### src/rtl/agc_clk_pkg.sv
// AGC clock controller shared types: FSM state encoding, timepulse constants, index helpers.
// Latency: n/a (package only).
// Backpressure: n/a.
package agc_clk_pkg;

    typedef enum logic [1:0] {
        HALT = 2'd0,
        RUN  = 2'd1,
        STEP = 2'd2
    } agc_state_e;

    localparam int         MT_N    = 12;
    localparam logic [3:0] TP_NONE = 4'd0;

    // One-hot MT edge vector to timepulse number (1..12); TP_NONE if no bit set.
    function automatic logic [3:0] tp_encode(input logic [MT_N-1:0] onehot);
        logic [3:0] idx;
        idx = TP_NONE;
        for (int i = 0; i < MT_N; i++) begin
            if (onehot[i]) idx = 4'(i + 1);
        end
        return idx;
    endfunction

    // Timepulse expected after tp: 1..11 advance, 12 wraps to 1.
    function automatic logic [3:0] tp_next(input logic [3:0] tp);
        return (tp == 4'd12) ? 4'd1 : tp + 4'd1;
    endfunction

endpackage

### src/rtl/agc_mt_tracker.sv
// Watches MT01..MT12 rising edges: last timepulse index, sticky sequence fault, MCT counter.
// Latency: outputs registered, 1 SIM_CLK after the edge; o_mct_inc is combinational in the edge cycle.
// Backpressure: none; every cycle is sampled.
// Ports:
//   i_clk, i_rst_n   clock, async active-low reset
//   i_mt             MT01..MT12 (bit0 = MT01), synchronous to i_clk
//   o_tp_index       last single-edge timepulse number, 0 = none since reset
//   o_mct_count      MT12 rising edges, wraps
//   o_mct_inc        MT12 rising edge this cycle (count increments at the coming edge)
//   o_mt_err         sticky fault: out-of-order edge or multiple edges in one cycle
module agc_mt_tracker
    import agc_clk_pkg::*;
#(
    parameter int CNT_W = 32
) (
    input  logic             i_clk,
    input  logic             i_rst_n,
    input  logic [MT_N-1:0]  i_mt,
    output logic [3:0]       o_tp_index,
    output logic [CNT_W-1:0] o_mct_count,
    output logic             o_mct_inc,
    output logic             o_mt_err
);

    localparam logic [MT_N-1:0] MT_ONE = MT_N'(1);

    logic [MT_N-1:0]  r_mt_q;
    logic [3:0]       r_tp_index;
    logic [CNT_W-1:0] r_mct_count;
    logic             r_mt_err;

    logic [MT_N-1:0]  w_rise;
    logic             w_multi;
    logic             w_single;
    logic [3:0]       w_idx;
    logic             w_order_err;

    assign w_rise   = i_mt & ~r_mt_q;
    // Clearing the lowest set bit leaves something only when two or more edges coincide.
    assign w_multi  = ((w_rise & (w_rise - MT_ONE)) != '0);
    assign w_single = (w_rise != '0) && !w_multi;
    assign w_idx    = tp_encode(w_rise);
    // Before the first edge there is no reference, so any index is accepted.
    assign w_order_err = w_single && (r_tp_index != TP_NONE) && (w_idx != tp_next(r_tp_index));

    always_ff @(posedge i_clk or negedge i_rst_n) begin
        if (!i_rst_n) begin
            r_mt_q      <= '0;
            r_tp_index  <= TP_NONE;
            r_mct_count <= '0;
            r_mt_err    <= 1'b0;
        end else begin
            r_mt_q <= i_mt;
            if (w_single) r_tp_index <= w_idx;
            if (w_multi || w_order_err) r_mt_err <= 1'b1;
            if (w_rise[MT_N-1]) r_mct_count <= r_mct_count + CNT_W'(1);
        end
    end

    assign o_tp_index  = r_tp_index;
    assign o_mct_count = r_mct_count;
    assign o_mct_inc   = w_rise[MT_N-1];
    assign o_mt_err    = r_mt_err;

endmodule

### src/rtl/agc_clock_ctl.sv
// AGC clock controller: divides SIM_CLK into a gated CLOCK with run / halt / N-MCT step modes.
// Latency: CLOCK and clk_en registered; first CLOCK rise one SIM_CLK after leaving HALT.
// Backpressure: none; requests are acted on at the next CLOCK period boundary.
// Ports:
//   SIM_CLK, SIM_RST        system clock, async active-low reset
//   run_req, halt_req       level requests (priority halt > step > run)
//   step_req, step_cnt      1-cycle pulse requesting step_cnt MCTs
//   MT                      MT01..MT12 from fpga_agc
//   CLOCK, clk_en           gated AGC clock and its rising-edge strobe
//   halted, tp_index, mct_count, mt_err   status
// Optional: define AGC_MCT_BREAK_EN to add brk_en / brk_mct MCT breakpoint inputs.
module agc_clock_ctl
    import agc_clk_pkg::*;
#(
    parameter int DIV    = 25,
    parameter int DIV_W  = 8,
    parameter int STEP_W = 16,
    parameter int CNT_W  = 32
) (
    input  logic              SIM_CLK,
    input  logic              SIM_RST,
    input  logic              run_req,
    input  logic              halt_req,
    input  logic              step_req,
    input  logic [STEP_W-1:0] step_cnt,
    input  logic [MT_N-1:0]   MT,
`ifdef AGC_MCT_BREAK_EN
    input  logic              brk_en,
    input  logic [CNT_W-1:0]  brk_mct,
`endif
    output logic              CLOCK,
    output logic              clk_en,
    output logic              halted,
    output logic [3:0]        tp_index,
    output logic [CNT_W-1:0]  mct_count,
    output logic              mt_err
);

    localparam logic [DIV_W-1:0] DIV_LAST = DIV_W'(DIV - 1);
    localparam logic [DIV_W-1:0] DIV_HI   = DIV_W'(DIV / 2);

    agc_state_e        r_state, w_state_nxt;
    logic [DIV_W-1:0]  r_div_cnt, w_div_nxt;
    logic [STEP_W-1:0] r_remaining, w_rem_nxt;
    logic              r_step_pend;
    logic              r_clock;
    logic              r_clk_en;

    logic              w_bnd;
    logic              w_step_new;
    logic              w_step_go;
    logic              w_mct_inc;
    logic              w_brk_now;
    logic              w_run_ok;

    agc_mt_tracker #(
        .CNT_W (CNT_W)
    ) u_mt_tracker (
        .i_clk       (SIM_CLK),
        .i_rst_n     (SIM_RST),
        .i_mt        (MT),
        .o_tp_index  (tp_index),
        .o_mct_count (mct_count),
        .o_mct_inc   (w_mct_inc),
        .o_mt_err    (mt_err)
    );

    // Mode changes only at the end of a full period so CLOCK never gets a runt pulse.
    assign w_bnd      = (r_state == HALT) || (r_div_cnt == DIV_LAST);
    assign w_step_new = step_req && (step_cnt != '0);
    // step_req is a pulse; r_step_pend keeps it alive until the boundary.
    assign w_step_go  = w_step_new || r_step_pend;

`ifdef AGC_MCT_BREAK_EN
    logic r_brk_pend;
    logic r_brk_block;
    logic w_brk_hit;

    // Break fires in the cycle the counter is about to step onto brk_mct.
    assign w_brk_hit = brk_en && (r_state != HALT) && w_mct_inc
                       && ((mct_count + CNT_W'(1)) == brk_mct);
    assign w_brk_now = w_brk_hit || r_brk_pend;
    // After a break, a held run_req must drop before it can restart the clock.
    assign w_run_ok  = run_req && !r_brk_block;

    always_ff @(posedge SIM_CLK or negedge SIM_RST) begin
        if (!SIM_RST) begin
            r_brk_pend  <= 1'b0;
            r_brk_block <= 1'b0;
        end else begin
            r_brk_pend <= w_bnd ? 1'b0 : (r_brk_pend || w_brk_hit);
            if (!run_req) begin
                r_brk_block <= 1'b0;
            end else if (w_bnd && (r_state != HALT) && w_brk_now) begin
                r_brk_block <= 1'b1;
            end
        end
    end
`else
    assign w_brk_now = 1'b0;
    assign w_run_ok  = run_req;
`endif

    always_comb begin
        w_state_nxt = r_state;
        if (w_bnd) begin
            unique case (r_state)
                HALT: begin
                    if (halt_req)       w_state_nxt = HALT;
                    else if (w_step_go) w_state_nxt = STEP;
                    else if (w_run_ok)  w_state_nxt = RUN;
                end
                RUN: begin
                    if (halt_req || w_brk_now) w_state_nxt = HALT;
                    else if (w_step_go)        w_state_nxt = STEP;
                end
                STEP: begin
                    if (halt_req || w_brk_now)                    w_state_nxt = HALT;
                    else if (w_step_go)                           w_state_nxt = STEP;
                    else if (r_remaining == '0)                   w_state_nxt = HALT;
                end
                default: w_state_nxt = HALT;
            endcase
        end
    end

    always_comb begin
        w_rem_nxt = r_remaining;
        if (w_step_new) begin
            w_rem_nxt = step_cnt;
        end else if ((r_state == STEP) && w_mct_inc && (r_remaining != '0)) begin
            w_rem_nxt = r_remaining - 1'b1;
        end
        // Nothing carries over into HALT, so a later step starts clean.
        if (w_state_nxt == HALT) w_rem_nxt = '0;
    end

    always_comb begin
        w_div_nxt = r_div_cnt + 1'b1;
        if ((r_state == HALT) || (r_div_cnt == DIV_LAST)) w_div_nxt = '0;
    end

    always_ff @(posedge SIM_CLK or negedge SIM_RST) begin
        if (!SIM_RST) begin
            r_state     <= HALT;
            r_div_cnt   <= '0;
            r_remaining <= '0;
            r_step_pend <= 1'b0;
            r_clock     <= 1'b0;
            r_clk_en    <= 1'b0;
        end else begin
            r_state     <= w_state_nxt;
            r_div_cnt   <= w_div_nxt;
            r_remaining <= w_rem_nxt;
            r_step_pend <= w_bnd ? 1'b0 : (r_step_pend || w_step_new);
            // CLOCK is a flop output (glitch-free) tracking the next divider phase.
            r_clock     <= (w_state_nxt != HALT) && (w_div_nxt < DIV_HI);
            r_clk_en    <= (w_state_nxt != HALT) && (w_div_nxt == '0);
        end
    end

    assign CLOCK  = r_clock;
    assign clk_en = r_clk_en;
    assign halted = (r_state == HALT);

endmodule
### config.mk
export PLATFORM = sky130hd
export DESIGN_NAME = agc_clock_ctl
export DESIGN_NICKNAME = d
export VERILOG_FILES = /design/src/rtl/agc_clk_pkg.sv /design/src/rtl/agc_mt_tracker.sv /design/src/rtl/agc_clock_ctl.sv
export SDC_FILE = /design/constraint.sdc
export NUM_CORES = 1
export LEC_CHECK = 0
export ABC_AREA = 1
export CAP_MARGIN = 5
export CORE_ASPECT_RATIO = 0.9
export CORE_MARGIN = 3
export CORE_UTILIZATION = 49
export CTS_CLUSTER_DIAMETER = 100
export DETAILED_ROUTE_END_ITERATION = 8
export PLACE_DENSITY = 0.77
export SYNTH_ARGS = -nofsm -noshare
export SYNTH_HDL_FRONTEND = slang
export SYNTH_SLANG_ARGS = --single-unit
### constraint.sdc
create_clock -name SIM_CLK -period 1.7 [get_ports SIM_CLK]
set_clock_uncertainty 0.1 [all_clocks]
set_input_delay 0.17 -clock SIM_CLK [delete_from_list [all_inputs] [get_ports SIM_CLK]]
set_output_delay 0.17 -clock SIM_CLK [all_outputs]
set_load 0.02 [all_outputs]
# == Word level (Yosys, flattened, before mapping) ==
# Cells that the tools add are included.
# totals
ff_bits,78
out_inout_bits,40
in_bits,33
wordCells,75
# classes
bitwise,3
n_reduce_logical,23
n_mux,28
n_eq_ne,5
magnitude_cmp,1
add_sub_neg,5
# op_table
cell,count
16-bit two-way mux,3
4-bit two-way mux,12
"32-bit by 1-bit adder with 32-bit output, second input constant",1
16-bit nonzero test,2
12-bit bitwise AND,2
12-bit nonzero test,2
2-bit two-way mux,9
16-bit zero test,1
"16-bit by 1-bit subtractor with 16-bit output, second input constant",1
12-bit NOT,1
"12-bit by 1-bit subtractor with 12-bit output, second input constant",1
"8-bit by 1-bit adder with 8-bit output, second input constant",1
"8-bit by 5-bit == test with 1-bit output, second input constant",1
1-bit logical AND,8
8-bit zero test,1
"8-bit by 4-bit less-than comparator with 1-bit output, second input constant",1
8-bit two-way mux,1
2-bit one-hot mux with 3 select lines,1
"4-bit by 1-bit adder with 4-bit output, second input constant",1
"4-bit == test, second input constant",1
2-bit zero test,2
4-bit != test,1
4-bit nonzero test,1
1-bit logical OR,3
6 further kinds,7

# == Longest topological paths before layout ==
# logic_depth
ltp_word,17
mapped_depth,17
depth_no_buf,17

# == Modules after synthesis ==
# Synthesis repeated with hierarchy kept, for this count alone.
# unflattened
hier_cells,610
hier_area_um2,4598.2
# by_module_without_submodules
mod,area_per_inst_um2,cells_per_inst,instances,seq_area_each_um2
agc_mt_tracker,2571.2,305,1,1226.2
agc_clock_ctl,2026.9,305,1,725.7

# == Least setup slack after synthesis ==
# No wires, ideal clock.
# synth_path
path_kind,reg-to-reg
start,"register u_mt_tracker.r_mct_count[1], in the netlist u_mt_tracker.o_mct_count[1]"
end,"register u_mt_tracker.r_mct_count[28], in the netlist u_mt_tracker.o_mct_count[28]"
slack_ns,-0.143
period_less_slack_ns,1.843
n_path_buf,0
arrival_ns,1.613
required_ns,1.471
setup_time_ns,0.129
stages_incl_launch_ff,10
cell_sequence,dfrtp_1 ha_1 inv_1 nor2_4 nand3_4 nor2_8 nand4_2 nor3_2 nand4_1 xnor2_1
# synth_via
elab_chain_cells,1
# synth_lines
item,line,source
start: declaration,agc_mt_tracker.sv:29,logic [CNT_W-1:0] r_mct_count;
start signal: assignment,agc_mt_tracker.sv:56,if (w_rise[MT_N-1]) r_mct_count <= r_mct_count + CNT_W'(1);
32-bit by 1-bit adder with 32-bit output,agc_mt_tracker.sv:56,
# Every way passes these cells.
# A chain may end at the register's enable or synchronous reset.

# == Worst setup path in the final report ==
# layout_path
start,register u_mt_tracker.r_mt_q[1]
end,"register u_mt_tracker.r_tp_index[3], in the netlist u_mt_tracker.o_tp_index[3]"
# layout_via
elab_chain_cells,7
elab_cells_between_ends,8
cone_classes,1 x add/sub; 3 x bitwise; 4 x reduce/logical
# layout_lines
item,line,source
start: declaration,agc_mt_tracker.sv:27,logic [MT_N-1:0] r_mt_q;
start signal: assignment,agc_mt_tracker.sv:53,r_mt_q <= i_mt;
12-bit NOT *,agc_mt_tracker.sv:38,assign w_rise = i_mt & ~r_mt_q;
12-bit bitwise AND *,agc_mt_tracker.sv:38,
12-bit by 1-bit subtractor with 12-bit output,agc_mt_tracker.sv:40,assign w_multi = ((w_rise & (w_rise - MT_ONE)) != '0);
12-bit bitwise AND,agc_mt_tracker.sv:40,
12-bit nonzero test,agc_mt_tracker.sv:40,
1-bit zero test,agc_mt_tracker.sv:41,assign w_single = (w_rise != '0) && !w_multi;
1-bit logical AND *,agc_mt_tracker.sv:41,
end signal: assignment,agc_mt_tracker.sv:54,if (w_single) r_tp_index <= w_idx;
end: declaration,agc_mt_tracker.sv:28,logic [3:0] r_tp_index;
# Every way passes the cells marked *; elsewhere a longest branch is shown, timed or not.

==> impl_metrics.tcl <==
set metrics [dict create \
    synth_flop_cell "dfrtp_1" \
    finalHoldViolations 0 \
    synth-async-reset-ratio 1.00 \
    maxCapViolations 0 \
    most_used_routing_layer_in_global_routing "met2" \
    synth_xor_area_frac 0.0851 \
    drt_first_pass_iters 5 \
    later_pin_clock_latency_in_the_skew_report_ns 0.37 \
    wire_length_of_the_first_global_routing_pass_um 20800 \
    post_synthesis_cells 559 \
    synth.most_common_cell "nand2_1" \
    worst_r2r_path_depth 11 \
    synth_edf_count 0 \
    synth-warning-count 0 \
    synth.yosys.seq_area_share 0.441 \
    outcome "finished, violations left" \
    cts_made_buffers 9 \
    ctsHtreeMaxLevel 3 \
    dominant_combinational_cell_family_by_area_after_synthesis "simple AND/OR/NAND/NOR gates" \
    worst_ep_arrival_time_ns 2.16 \
    drt-initial-drc-count 295 \
    switchingPower_uw 3420 \
    max-clock-path-buffers 2 \
    netlist_area_um2 4430 \
    combinationalPowerShare 0.510 \
    grt_pass1_vias 4612 \
    peak_clock_frequency_supported_by_timing_mhz 504 \
    synthDistinctLibCells 41 \
    timing.rr.end "u_mt_tracker.o_tp_index[3]$_DFFE_PN0P_" \
    r2r_setup_slack_ns -0.29 \
    power.static_leakage_uw 0.00375 \
    wl_um 14100 \
    place_area_um2 6170 \
    groute.usage.overall 0.251 \
    clk_root_buffer_cell "clkbuf_8" \
    cp.required_ns 1.88 \
    vias_after_detailed_routing 4770 \
    tightest_slew_ns 0.596 \
    r2r-start "u_mt_tracker.r_mt_q[1]$_DFF_PN0_" \
    yosysTopAreaCell "dfrtp_1" \
    violated_checks "negative setup slack" \
    grt_util_met3 0.0543 \
    grt_max_degree 50 \
    postLayoutCoreUtil 0.809 \
    yosys-mux-area-fraction 0 \
    port_buffers 72 \
    finalHoldWorstSlack_ns 0.0628 \
    synth.top_cell.area_share 0.441 \
    die_height_um 96.2 \
    num-fill-cells 557 \
    setup.worst_path.class "reg2reg" \
    synth_top_cells_by_area "dfrtp_1 44%, nand2_1 12%, inv_1 6.8%, nand3_1 6.1%, xor2_1 5.1%" \
    timing.final.crit_share 1.17 \
    complex_gate_fraction_of_the_synthesized_area 0.0489 \
    diodes 0 \
    tritoncts "done" \
    routabilityCongestion 0.895 \
    synth_top_cells_by_count "144 x nand2_1, 80 x inv_1, 78 x dfrtp_1, 54 x nand3_1, 47 x nor2_1" \
    viasPerCell 5.29 \
    hold_path_class "in2async" \
    start_kind "register" \
    gr-usage-met2 0.447 \
    antenna_violating_nets_post_route 0 \
    finalWorstPathRequiredPeriod_ns 1.99 \
    area_growth_syn_to_fin_pct 58.9 \
    ios 73 \
    numClockSinks 78 \
    routedWlPerCell_um 15.7 \
    timing.final.setup_violations 40 \
    grtUsageMet1 0.304 \
    die_w_um 106 \
    ir_drop_mv 0.619 \
    cp-end-kind "register" \
    final_max_slew_viol_count 0 \
    antenna_found_initial 0 \
    netSwitchingFraction 0.407 \
    worst_path_maximum_fanout 6 \
    globalRoute.totalOverflow 0 \
    postLayoutCellArea_um2 7030 \
    cts.reportedPaths.clkPinSlew_ns 0.10 \
    die_outline_area_um2 10200 \
    worst_slew_margin_rel 0.600 \
    postSynthRegisterBits 78 \
    p_int_uw 4980 \
    nets 818 \
    power.share.clock 0.178 \
    synthAdderAreaFrac 0.0198 \
    timing.final.ws_setup_ns -0.286 \
    effective_utilization_at_floorplan 0.509 \
    avgSynthCellArea_um2 7.92 \
    postSynthNetCount 599 \
    layout-drive-gt1-share 0.354 \
    core_area_um2 8690 \
    drc 0 \
    sequential_cell_fraction_of_total_power 0.312 \
    floorplan_row_count 32 \
    rsz_0062_raised_after_global_routing "yes" \
    powerDensity_nw_per_um2 1190 \
    synth_simple_gate_area_frac 0.325 \
    dp_hpwl_um 8770 \
]
==> logic make-up (layout without fill, tap and decap cells) <==
| family | count (synthesis) | in the layout |
|---|---|---|
| flip-flops | 78 | 78 |
| adder cells (fa/ha/maj) | 7 | 7 |
| AND/OR/NAND/NOR | 303 | 303 |
| buffers and inverters | 90 | 314 |
| XOR/XNOR | 43 | 43 |
| AO/OA/AOI/OAI | 38 | 38 |
==> sequential cells by signal (all words and copies together) (netlist names) <==
name / cells
u_mt_tracker.o_mct_count: 32
clk_en: 1
u_mt_tracker.r_mt_q: 12
r_remaining: 16
r_div_cnt: 8
u_mt_tracker.o_tp_index: 4
r_state: 2
u_mt_tracker.o_mt_err: 1
r_step_pend: 1
CLOCK: 1
==> layout make-up <==
type	count	area, um^2	area share
inverter	81	304	0.0432
tap	119	149	0.0212
sequential	78	1960	0.279
multi-input combinational	391	2520	0.359
timing repair buffer	217	1890	0.269
clock inverter	7	80.1	0.0114
clock buffer	9	124	0.0176
==> worst max-delay path: stages (launching register included) <==
cell	delay, ns
dfrtp_1	0.33
inv_1	0.04
nand2_2	0.09
buf_4	0.12
nor2_1	0.03
o21ai_0	0.27
nand4_1	0.19
nor2_2	0.14
nand3b_1	0.19
inv_2	0.18
nand2_1	0.09
o21ai_1	0.12
==> worst max-delay path by stage <==
stage	start	endpoint	cells past startpoint
3_3_place_gp	step_cnt[12]	r_remaining[10]$_DFFE_PN0P_	10
5_1_grt	u_mt_tracker.r_mt_q[1]$_DFF_PN0_	u_mt_tracker.o_tp_index[3]$_DFFE_PN0P_	11
3_5_place_dp	step_cnt[8]	r_remaining[3]$_DFFE_PN0P_	11
6_report	u_mt_tracker.r_mt_q[1]$_DFF_PN0_	u_mt_tracker.o_tp_index[3]$_DFFE_PN0P_	11
4_1_cts	r_div_cnt[0]$_DFF_PN0_	r_remaining[9]$_DFFE_PN0P_	11
2_1_floorplan	u_mt_tracker.o_mct_count[0]$_DFFE_PN0P_	u_mt_tracker.o_mct_count[31]$_DFFE_PN0P_	9
==> per-stage QoR <==
stage / instances / setup slack (ns) / power [uW] / setup TNS [ns]
detailed placement: 854 / -0.559 / 6190 / -19.62
CTS: 883 / -0.152 / 7880 / -3.80
floorplan: 559 / -0.0446 / 4550 / -0.682
global route: 902 / -0.438 / 8880 / -11.57
finish: 902 / -0.286 / 8400 / -7.18
global placement: 854 / -0.532 / 6020 / -17.17
==> what timing repair did <==
item,4_1_cts,5_1_grt
setup endpoints to repair,63,50
resized for setup,75,75
cloned,0,1
endpoints found under the hold margin,78,0
buffers inserted,12,19
pin swaps,12,41
hold buffers,1,0
==> layer usage <==
| layer | vias to the layer above | wire (um) | share of wire |
|---|---|---|---|
| met1 | 2307 | 5580 | 0.39 |
| met4 | 0 | 430 | 0.030 |
| met2 | 202 | 7360 | 0.52 |
| met5 | - | 0 | 0 |
| met3 | 48 | 757 | 0.054 |
| li1 | 2213 | - | - |
==> power by group through the flow <==
stage	clock network, uW	registers [uW]	logic, uW
after global placement	0	2580	3440
after detailed placement	0	2600	3580
after floorplan	0	2840	1700
after CTS	1510	2580	3800
final	1500	2620	4280
after global routing	1570	2680	4620
==> cell usage in the layout (no fill, tap or decap), drive strengths merged, types with 7 or more instances in the layout <==
| cell type | instances |
|---|---|
| nand2 | 149 |
| nand4 | 11 |
| nor3 | 22 |
| dlymetal6s2s | 7 |
| ha | 7 |
| dlygate4sd2 | 25 |
| buf | 144 |
| xnor2 | 17 |
| nand3 | 57 |
| dfrtp | 78 |
| clkbuf | 10 |
| o21ai | 23 |
| nor2 | 54 |
| xor2 | 26 |
| inv | 84 |
| clkdlybuf4s50 | 39 |
(Power assumes the default switching activity.)
